==> src/rtl/multicycle_sequencer.sv <==
// multicycle_sequencer
//   Multi-cycle control FSM: walks one instruction at a time through FETCH, DECODE, EXEC,
//   MEM and WB. It drives the per-step datapath enables from the latched 7-bit opcode and
//   handshakes with the instruction and data memories using req/ack with a bounded wait.
//
// Ports
//   i_clk            clock, all state updates on the rising edge
//   i_rst            synchronous active-high reset
//   i_run            level: permission to start a new instruction
//   i_opcode[6:0]    instruction[6:0] from IR, valid from DECODE onward
//   i_branch_taken   ALU compare result, used in EXEC for BRANCH
//   i_imem_ack       instruction memory completed the fetch
//   i_dmem_ack       data memory completed the access
//   o_imem_req       fetch request, held until i_imem_ack
//   o_dmem_req       data request, held until i_dmem_ack
//   o_dmem_we        1 = store, 0 = load (valid with o_dmem_req)
//   o_ir_write       latch instruction into IR
//   o_pc_write       update PC
//   o_pc_src         0 = PC+4, 1 = branch target (valid with o_pc_write)
//   o_reg_write      regfile write strobe
//   o_alu_src        0 = rs2, 1 = immediate
//   o_alu_op[2:0]    000 = add/funct-decoded, 001 = subtract (branch compare)
//   o_mem_to_reg     WB data comes from memory
//   o_retire         one-cycle pulse when an instruction completes
//   o_busy           FSM is neither idle nor faulted
//   o_fault          sticky error flag (illegal opcode or memory timeout)

module multicycle_sequencer #(
    parameter int unsigned TIMEOUT = 16,  // max request cycles without ack; 0 disables
    parameter int unsigned CNT_W   = 5    // wait counter width, 2**CNT_W > TIMEOUT
) (
    input  logic       i_clk,
    input  logic       i_rst,
    input  logic       i_run,
    input  logic [6:0] i_opcode,
    input  logic       i_branch_taken,
    input  logic       i_imem_ack,
    input  logic       i_dmem_ack,
    output logic       o_imem_req,
    output logic       o_dmem_req,
    output logic       o_dmem_we,
    output logic       o_ir_write,
    output logic       o_pc_write,
    output logic       o_pc_src,
    output logic       o_reg_write,
    output logic       o_alu_src,
    output logic [2:0] o_alu_op,
    output logic       o_mem_to_reg,
    output logic       o_retire,
    output logic       o_busy,
    output logic       o_fault
);

    localparam logic [6:0] OpR      = 7'b0110011;
    localparam logic [6:0] OpI      = 7'b0010011;
    localparam logic [6:0] OpLoad   = 7'b0000011;
    localparam logic [6:0] OpStore  = 7'b0100011;
    localparam logic [6:0] OpBranch = 7'b1100011;

    localparam logic [2:0] AluAdd = 3'b000;
    localparam logic [2:0] AluSub = 3'b001;

    // Counter value seen during the last accepted request cycle.
    localparam bit                TimeoutEn   = (TIMEOUT != 0);
    localparam int unsigned       LastWaitInt = (TIMEOUT > 0) ? TIMEOUT - 1 : 0;
    localparam logic [CNT_W-1:0]  LastWait    = LastWaitInt[CNT_W-1:0];
    localparam logic [CNT_W-1:0]  WaitOne     = CNT_W'(1);

    typedef enum logic [2:0] {
        StIdle,
        StFetch,
        StDecode,
        StExec,
        StMem,
        StWb,
        StFault
    } state_t;

    state_t           r_state;
    state_t           w_state_next;
    logic [6:0]       r_op;
    logic [CNT_W-1:0] r_wait;
    logic [CNT_W-1:0] w_wait_next;

    logic   w_is_imm;
    logic   w_is_load;
    logic   w_is_store;
    logic   w_is_branch;
    logic   w_opcode_legal;
    logic   w_timeout;
    state_t w_after_retire;

    // Type decode of the latched opcode; only meaningful from EXEC onward.
    assign w_is_imm    = (r_op == OpI);
    assign w_is_load   = (r_op == OpLoad);
    assign w_is_store  = (r_op == OpStore);
    assign w_is_branch = (r_op == OpBranch);

    // Legality is judged on the live IR value during DECODE, before it is latched.
    assign w_opcode_legal = (i_opcode == OpR)     || (i_opcode == OpI)     ||
                            (i_opcode == OpLoad)  || (i_opcode == OpStore) ||
                            (i_opcode == OpBranch);

    // Asserted in the last request cycle that may still accept an ack.
    assign w_timeout = TimeoutEn && (r_wait == LastWait);

    assign w_after_retire = i_run ? StFetch : StIdle;

    always_comb begin
        w_state_next = r_state;
        w_wait_next  = r_wait;
        o_imem_req   = 1'b0;
        o_dmem_req   = 1'b0;
        o_dmem_we    = 1'b0;
        o_ir_write   = 1'b0;
        o_pc_write   = 1'b0;
        o_pc_src     = 1'b0;
        o_reg_write  = 1'b0;
        o_alu_src    = 1'b0;
        o_alu_op     = AluAdd;
        o_mem_to_reg = 1'b0;
        o_retire     = 1'b0;
        o_busy       = 1'b0;
        o_fault      = 1'b0;

        unique case (r_state)
            StIdle: begin
                if (i_run) begin
                    w_state_next = StFetch;
                end
            end

            StFetch: begin
                o_busy     = 1'b1;
                o_imem_req = 1'b1;
                if (i_imem_ack) begin
                    o_ir_write   = 1'b1;
                    w_state_next = StDecode;
                end else if (w_timeout) begin
                    w_state_next = StFault;
                end else begin
                    w_wait_next = r_wait + WaitOne;
                end
            end

            StDecode: begin
                o_busy       = 1'b1;
                w_state_next = w_opcode_legal ? StExec : StFault;
            end

            StExec: begin
                o_busy    = 1'b1;
                o_alu_src = w_is_imm || w_is_load || w_is_store;
                o_alu_op  = w_is_branch ? AluSub : AluAdd;
                if (w_is_branch) begin
                    // Branches resolve and retire here; no MEM or WB step.
                    o_pc_write   = 1'b1;
                    o_pc_src     = i_branch_taken;
                    o_retire     = 1'b1;
                    w_state_next = w_after_retire;
                end else if (w_is_load || w_is_store) begin
                    w_state_next = StMem;
                end else begin
                    w_state_next = StWb;
                end
            end

            StMem: begin
                o_busy     = 1'b1;
                o_dmem_req = 1'b1;
                o_dmem_we  = w_is_store;
                o_alu_src  = 1'b1;
                if (i_dmem_ack) begin
                    if (w_is_store) begin
                        // Stores have nothing to write back, so they retire on the ack.
                        o_pc_write   = 1'b1;
                        o_retire     = 1'b1;
                        w_state_next = w_after_retire;
                    end else begin
                        w_state_next = StWb;
                    end
                end else if (w_timeout) begin
                    w_state_next = StFault;
                end else begin
                    w_wait_next = r_wait + WaitOne;
                end
            end

            StWb: begin
                o_busy       = 1'b1;
                o_reg_write  = 1'b1;
                o_mem_to_reg = w_is_load;
                o_pc_write   = 1'b1;
                o_retire     = 1'b1;
                w_state_next = w_after_retire;
            end

            StFault: begin
                o_fault = 1'b1;
            end

            default: begin
                w_state_next = StFault;
            end
        endcase

        // Every new memory request starts its wait budget from zero.
        if ((w_state_next != r_state) &&
            ((w_state_next == StFetch) || (w_state_next == StMem))) begin
            w_wait_next = '0;
        end
    end

    always_ff @(posedge i_clk) begin
        if (i_rst) begin
            r_state <= StIdle;
            r_op    <= '0;
            r_wait  <= '0;
        end else begin
            r_state <= w_state_next;
            r_wait  <= w_wait_next;
            if (r_state == StDecode) begin
                r_op <= i_opcode;
            end
        end
    end

endmodule

==> config.mk <==
export PLATFORM = sky130hd
export DESIGN_NAME = multicycle_sequencer
export DESIGN_NICKNAME = d
export VERILOG_FILES = /design/src/rtl/multicycle_sequencer.sv
export SDC_FILE = /design/constraint.sdc
export NUM_CORES = 1
export LEC_CHECK = 0
export BUFFER_PORTS_ARGS = -buffer_cell sky130_fd_sc_hd__clkbuf_2
export CAP_MARGIN = 0
export CORE_MARGIN = 5
export CORE_UTILIZATION = 52
export CTS_CLUSTER_DIAMETER = 200
export DETAILED_ROUTE_END_ITERATION = 10
export PLACE_DENSITY = 0.91
export REMOVE_ABC_BUFFERS = 1
export SLEW_MARGIN = 10
export SYNTH_ARGS = -nofsm -noshare
export SYNTH_HDL_FRONTEND = slang
export SYNTH_SLANG_ARGS = --single-unit
==> constraint.sdc <==
create_clock -name i_clk -period 2.2 [get_ports i_clk]
set_input_delay 0.11 -clock i_clk [delete_from_list [all_inputs] [get_ports i_clk]]
set_output_delay 0.11 -clock i_clk [all_outputs]
set_load 0.02 [all_outputs]
* Word-level counts from Yosys, hierarchy flattened
Cells that the tools add are included.
** Word-level totals
- Flip-flop bits (word level) :: 15
- Bits of input ports :: 13
- Output and inout port bits :: 15
- Word-level logic and storage cells :: 71
** Cells by class
- Add/sub/neg operators :: 1
- Eq/ne operators :: 21
- Multiplexer cells :: 32
- Reductions and logical operators :: 14
** Operators by type and width (number)
- == test 7 x 6 -> 1 bit (second input constant) :: 3
- two-way mux 3 bit :: 7
- case mux 3 bit (7 select lines) :: 1
- two-way mux 1 bit :: 18
- two-way mux 5 bit :: 3
- == test 7 x 2 -> 1 bit (second input constant) :: 2
- == test 7 x 5 -> 1 bit (second input constant) :: 2
- == test 7 bit (second input constant) :: 2
- == test 3 bit (second input constant) :: 4
- case mux 5 bit (2 select lines) :: 1
- logical OR 1 bit :: 8
- == test 3 x 1 -> 1 bit (second input constant) :: 2
- == test 3 x 2 -> 1 bit (second input constant) :: 2
- adder 5 x 1 -> 5 bit (second input constant) :: 1
- == test 5 x 4 -> 1 bit (second input constant) :: 1
- OR reduction 5 bit :: 1
- != test 2 bit (second input constant) :: 2
- zero test 3 bit :: 1
- != test 3 bit :: 1
- case mux 1 bit (3 select lines) :: 1
- AND reduction 3 bit :: 1
- case mux 1 bit (2 select lines) :: 1
- nonzero test 2 bit :: 1
- OR reduction 2 bit :: 1
- logical AND 1 bit :: 1

* Logic depth before layout (Yosys ltp)
Gate-level depths: netlist (run 1).
- Depth after elaboration :: 11
- Depth in mapped cells :: 9
- Depth with buffers taken out :: 9

* Least setup slack after synthesis (run 1)
Ideal clock, no wire load.
- Kind :: reg-to-output
- Start point :: reg r_state[1]
- End point :: out o_retire
- Data arrival time :: 1.917 ns
- Data required time :: 2.090 ns
- Setup slack :: 0.173 ns
- Stages on the path, launching flop included :: 6
- Buffers on the path :: 2
- Path through :: dfxtp_1 buf_6 nor3b_1 and2_1 a211o_1 buf_4
** Between the ends
- Cells in the longest elaborated chain, start to end :: 2
- Elaborated cells on any way between the ends :: 4
- Those cells by class :: eq/ne: 3; mux: 1
** RTL lines
- start, declared :: line 79 : state_t r_state;
- start signal, assigned :: line 216 : r_state <= StIdle;
- start signal, assigned :: line 220 : r_state <= w_state_next;
- == test 3 bit or == test 3 x 2 -> 1 bit (tied branches)
- case mux 1 bit (3 select lines) (*)
- end, declared :: line 49 : output logic o_retire,
Every way passes the cells marked *; elsewhere a longest branch is shown, timed or not.

* Worst setup path in the final report (run 1)
- Start point :: reg r_wait[0]
- End point :: reg r_wait[0]
** Between the ends
- Cells in the longest elaborated chain, start to end :: 8
- Elaborated cells on any way between the ends :: 16
- Those cells by class :: add/sub: 1; eq/ne: 4; mux: 8; reduce/logical: 3
** RTL lines
- start, declared :: line 82 : logic [CNT_W-1:0] r_wait;
- start signal, assigned :: line 221 : r_wait <= w_wait_next;
- == test 5 x 4 -> 1 bit :: line 105 : assign w_timeout = TimeoutEn && (r_wait == LastWait);
- two-way mux 3 bit :: line 139, 182
- two-way mux 3 bit (on tied branches) :: line 173, 136
- case mux 3 bit (7 select lines) :: line 126 : unique case (r_state)
- == test 3 x 1 -> 1 bit or == test 3 bit (tied branches) :: line 209 : ((w_state_next == StFetch) || (w_state_next == StMem))) begin
- logical OR 1 bit :: line 209
- logical AND 1 bit :: line 208 : if ((w_state_next != r_state) &&
- OR reduction 2 bit (no source line)
Parallel ways exist; a longest one is shown, timed or not. The select of a mux whose other input is x is not followed.
A chain may end at the register's enable or synchronous reset.

==> results of run 1 <==
cells by family (layout without fill, tap and decap cells):
group	Yosys count	in the layout	share of synthesized area, %
buffers and inverters	15	39	8.72
flip-flops	15	15	27.9
other	1	2	0.349
adder cells (fa/ha/maj)	2	2	2.33
AND/OR/NAND/NOR	62	62	37.7
XOR/XNOR	3	3	2.44
AO/OA/AOI/OAI	17	17	13.1
multiplexers	8	8	7.44
routing by layer:
| layer | vias up | global-route usage [%] | share of wire (%) |
|---|---|---|---|
| met1 | 453 | 18.0 | 42 |
| met5 | - | 0 | 0 |
| met3 | 7 | 3.50 | 4.6 |
| met4 | 0 | 7.29 | 2.5 |
| li1 | 484 | - | - |
| met2 | 25 | 28.9 | 51 |
report_power, final:
group	switching (W)	total (W)	internal (W)	leakage [nW]
Clock	0.0000911	0.000159	0.0000676	0.0177
Combinational	0.000196	0.000355	0.000159	0.391
Sequential	0.0000467	0.000342	0.000296	0.122
Total	0.000334	0.000856	0.000522	0.530
worst max-delay path: cells and delay by family (launching register included):
family,cells,cell delay [ns]
DFF,1,0.35
adders and majority gates,2,0.42
AOI/OAI and AO/OA,2,0.28
and+or+nand+nor,5,0.76
buffers and inverters,1,0.19
cell type report:
class	instances	area, sq um	area share (%)
Multi-Input combinational cell	94	709	56.8
Clock buffer	3	22.5	1.80
Tap cell	27	33.8	2.71
Clock inverter	1	5.00	0.401
Sequential cell	15	300	24.0
Timing Repair Buffer	29	155	12.4
Inverter	6	22.5	1.80
what timing repair did:
action	in CTS	in global routing
resized for setup	3	3
buffers inserted	1	0
pin swaps	2	1
setup endpoints to repair	5	5
hold buffers	0	0
cell usage after synthesis (all sizes together) (2+ instances only):
cell type and instances:
nor4 5, nand2 4, xnor2 2, nand2b 4, nor2 23, nor3b 3
dfxtp 15, o21ai 2, and2 3, mux2i 8, and3 3, buf 8
nand4bb 2, ha 2, a21oi 6, inv 6, nor3 6
how the worst max path moves through the flow:
stage,endpoint,cells after the start
after CTS,r_wait[4],10
after floorplan,o_pc_write,3
after global routing,r_wait[2],10
after detailed placement,r_wait[1],9
final,r_wait[0],10
after global placement,r_wait[1],9
cell usage in the layout (no fill, tap or decap), types with 3 or more instances in the layout:
master and count:
nor4_2 3, nor2_1 20, clkbuf_2 25, nor3_1 4
inv_1 5, nand2_1 4, mux2i_1 8, and3_1 3
buf_4 4, a21oi_1 5, dfxtp_1 15, nand2b_1 4
clkbuf_4 3, and2_1 3
stage by stage:
stage          cell area [sq um]  TNS (ns)  setup WS [ns]  power [W]  std cells
6_report                    1250         0         0.0876   0.000856        175
5_1_grt                     1250         0       0.000256   0.000912        175
4_1_cts                     1240         0         0.0423   0.000850        175
3_5_place_dp                1190   -0.0458        -0.0243   0.000672        170
3_3_place_gp                1190         0          0.153   0.000659        170
2_1_floorplan               1010         0          0.122   0.000576        115
registers in the layout, summed over array words and instances (netlist names):
register	count
r_op	7
r_state	3
r_wait	5
==> key figures, run 1 <==
CTS
  • H-tree Lvls: 1
  • Skew-Pair Late Insertion Delay: 0.28 ns
  • Longest Clk Path Bufs: 2
  • Clk sinks: 15
  • CTS tree: done
  • Num CTS Buffers: 3
  • CTS root buffer: clkbuf_4
  • CTS clk-pin slew, worst paths: 0.09 ns

Worst setup path
  • Crit Reg-Reg Endpoint: r_wait[0]
  • Flop-to-flop setup slack: between 0.08 and 0.09 ns
  • Arrival @ worst endpoint: 2.28 ns
  • R2R cell count: 10
  • CP Cell Sequence: ha_1 > and3_1 > ha_2 > nor3_2 > o21ai_1 > a21oi_2 > nor2_4 > nor4bb_4 > buf_4 > nor4_1
  • Setup crit start kind: flip-flop
  • Crit path largest cell delay: about 0.35 ns
  • CP Capture Type: flip-flop
  • Worst Path Max Fanout: 5
  • Worst r2r src: r_wait[0]
  • CP Class: reg -> reg
  • CP max stage cell: dfxtp_1
  • Critical path data required time: 2.37 ns
  • CP Launch Point: r_wait[0]

Timing
  • Final Cycle Share: between 90 and 100%
  • Fmax: 473 MHz
  • Fin Hold WS: between 0.07 and 0.08 ns
  • Slew HR: 66.0%
  • Unrepaired setup endpoints after global routing: false
  • Max Slew Vio Count: 0
  • Fin crit period: 2.11 ns
  • Final hold viol count: 0
  • Worst slew pin tran: 0.509 ns
  • Endpoints failing setup: 0
  • Clock skew: 0.00350 ns

Logic synthesis
  • Sequential element share of the synthesized area: 27.9%
  • Synthesized flop and latch total: 15
  • Top cells by area, synth: dfxtp_1 (28%), mux2i_1 (7.4%), nor2_1 (7.0%)
  • EDFF count, synth: 0
  • Cell variety after synth: 47
  • Synth warnings: 0
  • Area leader, netlist: dfxtp_1
  • Post-Synthesis Cells: 123
  • Async S/R FF share, synth: 0%
  • Post-Syn Area per Cell: 8.75 sq um
  • Synth Flop Type: dfxtp_1
  • Mapped Area: 1080 sq um
  • Post-synth top area share: 27.9%

Floorplan
  • Area of the core: approximately 2000 sq um
  • Site Rows: 16
  • Initial Utilization: between 50% and 60%
  • Die height: 55.5 microns
  • Die X: roughly 55 microns
  • I/O pins: 28
  • DIE AREA: around 3100 sq um

Final layout
  • Nets: ~160
  • Number of diodes: 0
  • Area Growth Syn to Fin: 16.0%
  • Post-layout util: 63.6%
  • Layout cells sized above 1: roughly a third
  • Final-layout fill cell count: 165

Drt
  • Vias: between 900 and 1000
  • Detailed Routing Iterations Pass 1: 4
  • Avg WL per Cell: 13.5 microns
  • Routed vias/inst: between 5 and 6
  • Final wirelength: 2.35 mm
  • Antenna viol nets, final: 0
  • Iter 0 DRT Violations: 14
  • DRC viols: 0

Status
  • Outcome: complete, no violations

Global routing
  • First-pass GRT wire length: 4.17 mm
  • Initial antenna violation count: 0
  • Grt total ovfl: 0
  • Vias in the first global route: ~970
  • Largest net degree at the start of global routing: 18
  • Gr usage total: 16.1%

Worst hold path
  • Worst hold stages: 3
  • Hold Path Class: in -> reg
  • Worst hold start: i_opcode[4]
  • End of the worst hold path: r_op[4]

Place
  • Post-DP HPWL: about 1.9 mm
  • Routability cong.: 0.817
  • Port Buf Inserts: 25

Pwr
  • Leak: 0.530 nW
  • Pwr Density: 685 nW/um^2
  • VDD IR max: 0.316 mV

Run
  • Max cap viols: 0
Note: power is estimated with default switching activity, not from simulation.
==> run 2, diff against run 1 <==
CORE_UTILIZATION = 40   (was 52)
PLACE_DENSITY = 0.75   (was 0.91)
==> run 2 against run 1 <==
  * Critical path depth fell by 1
  * Register-to-register slack gained 0.03 ns
  * Largest cell class unchanged
  * Highest routed layer unchanged
  * Via count is 3.4% lower
==> key figures, run 2 (synthesized netlist as in run 1, its figures left out) <==
Worst setup path
  • CP Class: reg -> reg
  • Critical path data required time: 2.35 ns (-0.02 ns)
  • Worst r2r src: r_wait[0]
  • Setup crit start kind: flip-flop
  • Arrival @ worst endpoint: 2.23 ns (-0.05 ns)
  • Crit Reg-Reg Endpoint: r_wait[4]
  • CP Capture Type: flip-flop
  • Flop-to-flop setup slack: 0.12 ns (+0.03 ns)
  • Worst Path Max Fanout: 5 (unchanged)
  • R2R cell count: 9 (-1)

Global routing
  • Largest net degree at the start of global routing: 18 (unchanged)
  • Gr usage total: 13.4% (-2.8 points)
  • First-pass GRT wire length: 3.93 mm (-5.9%)
  • Vias in the first global route: 930 (-4.3%)
  • Grt total ovfl: 0 (unchanged)
  • Initial antenna violation count: 0 (unchanged)

Pwr
  • Comb pwr share: 41.1% (-0.4 points)
  • Seq pwr share: 40.5% (+0.5 points)
  • Pwr Density: 667 nW/um^2 (-2.6%)
  • VDD IR max: 0.492 mV (+56%)
  • P_int: 0.000516 W (-1.1%)
  • Clock power share: 18.5% (about the same)
  • Switching Share: 38.4% (-0.56 points)
  • NetSw: 0.000322 W (-3.5%)
  • Leak: 0.527 nW (-0.57%)

CTS
  • CTS tree: done
  • Num CTS Buffers: 3 (unchanged)
  • Longest Clk Path Bufs: 2 (unchanged)
  • Clk sinks: 15 (unchanged)
  • CTS clk-pin slew, worst paths: 0.09 ns (about the same)
  • H-tree Lvls: 1 (unchanged)
  • CTS root buffer: clkbuf_4
  • Skew-Pair Late Insertion Delay: 0.28 ns (about the same)
  • Setup bufs post-CTS: 0 (-1)

Final layout
  • Number of diodes: 0 (unchanged)
  • Most common cell after layout, fill and taps aside: clkbuf_2
  • Final-layout fill cell count: 247 (+50%)
  • Leading registers by flop count: r_op x7, r_wait x5, r_state x3
  • Reg with most FFs: r_op
  • Most frequent cells in the layout: clkbuf_2 (25), nor2_1 (20), dfxtp_1 (14), mux2i_1 (8)
  • Layout cells sized above 1: 35.1% (+0.68 points)
  • Non-Filler Instances: 178 (+1.7%)
  • Nets: 164 (unchanged)
  • Max reg flops: 7 (unchanged)
  • Post-route cell area: 1260 sq um (+0.60%)
  • Area Growth Syn to Fin: 16.7%

Place
  • Area after DPL: 1200 sq um (+0.95%)
  • Placed Cells incl. Taps: 174 (+2.4%)
  • Routability cong.: 0.711 (-13%)
  • Port Buf Inserts: 25 (unchanged)
  • Setup WS pre-CTS: 0.0893 ns (+0.114 ns)
  • Post-DP HPWL: 1.90 mm (+1.0%)

Drt
  • Detailed Routing Iterations Pass 1: 4 (unchanged)
  • Routed vias/inst: 5.26 (-5.0%)
  • Vias: 936 (-3.4%)
  • Avg WL per Cell: 13.0 microns (-3.2%)
  • Antenna viol nets, final: 0 (unchanged)
  • Final wirelength: 2.32 mm (-1.5%)
  • DRC viols: 0 (unchanged)
  • Iter 0 DRT Violations: 30 (+16)

Worst hold path
  • Worst hold stages: 3 (unchanged)
  • Hold Path Class: in -> reg
  • End of the worst hold path: r_op[0]
  • Worst hold start: i_opcode[0]

Floorplan
  • I/O pins: 28 (unchanged)
  • Area of the core: 2520 sq um (+29%)
  • Site Rows: 18 (+2)
  • Die X: 61.9 microns (+11%)
  • DIE AREA: 3830 sq um (+24%)
  • Initial Utilization: 42.7% (-12 points)
  • Die height: 61.9 microns (+11%)

Run
  • Max cap viols: 0 (unchanged)

Timing
  • Fmax: 480 MHz (+1.5%)
  • Fin crit period: 2.08 ns (-0.0312 ns)
  • Final WS setup: 0.119 ns (+0.0312 ns)
  • Clock skew: 0.00876 ns (+0.00526 ns)
  • Unrepaired setup endpoints after global routing: false
  • Final Cycle Share: 94.6% (-1.4 points)
  • Fin Hold WS: 0.0915 ns (+0.0184 ns)
  • Final hold viol count: 0 (unchanged)
  • Endpoints failing setup: 0 (unchanged)
  • Max Slew Vio Count: 0 (unchanged)
  • Final TNS setup: 0 ns (unchanged)

Status
  • Outcome: complete, no violations
-- run 2: cell types whose count changed in the layout (fill, tap and decap cells not counted) --
cell | before | now
clkinv_2 | 1 | 0
clkinvlp_4 | 0 | 1
dfxtp_1 | 15 | 14
dfxtp_2 | 0 | 1
-- run 2: power groups by stage --
| stage | clock network, W | logic, W | registers [W] |
|---|---|---|---|
| 2_1_floorplan | 0 | 0.000234 | 0.000341 |
| 3_3_place_gp | 0 | 0.000326 | 0.000340 |
| 3_5_place_dp | 0 | 0.000335 | 0.000341 |
| 4_1_cts | 0.000162 | 0.000336 | 0.000336 |
| 5_1_grt | 0.000176 | 0.000376 | 0.000343 |
| 6_report | 0.000155 | 0.000344 | 0.000339 |
-- run 2: how the worst max path moves through the flow --
stage	depth (start not counted)	slack (ns)	endpoint	start
2_1_floorplan	3	0.12	o_pc_write	r_state[2]
3_3_place_gp	9	0.14	r_wait[1]	r_wait[0]
3_5_place_dp	9	0.09	r_wait[2]	r_wait[0]
4_1_cts	9	0.08	r_wait[4]	r_wait[0]
5_1_grt	9	0.01	r_wait[4]	r_wait[0]
6_report	9	0.12	r_wait[4]	r_wait[0]
-- run 2: layout make-up --
class	count	area (sq um)	area share, %
Clock buffer	3	22.5	1.79
Clock inverter	1	7.51	0.598
Inverter	6	22.5	1.79
Multi-Input combinational cell	94	709	56.5
Sequential cell	15	302	24.0
Tap cell	30	37.5	2.99
Timing Repair Buffer	29	155	12.4
-- run 2: layer usage --
layer / up-vias / GRT usage, % / share of wire, %
met3: 2 / 1.45 / 5.3
met1: 441 / 16.8 / 42
li1: 475 / - / -
met5: - / 0 / 0
met2: 18 / 23.3 / 52
met4: 0 / 5.15 / 0.35
-- run 2: metrics by stage --
stage          utilization (%)  total power, W
3_3_place_gp              47.6        0.000666
6_report                  49.8        0.000838
2_1_floorplan                -        0.000576
3_5_place_dp              47.6        0.000676
5_1_grt                   49.8        0.000896
4_1_cts                   48.8        0.000834
-- run 2: repair_timing --
action / in CTS / in global routing
resized for setup: 0 / 7
hold buffers: 0 / 0
setup endpoints to repair: 0 / 7
-- run 2: critical path: stages, from the launching register on --
cell      delay [ns]
dfxtp_1         0.34
ha_1            0.21
and3_1          0.18
ha_2            0.20
nor3_2          0.15
o21ai_1         0.08
a21oi_2         0.19
nor2_4          0.06
nor4bb_4        0.46
nor4_1          0.10
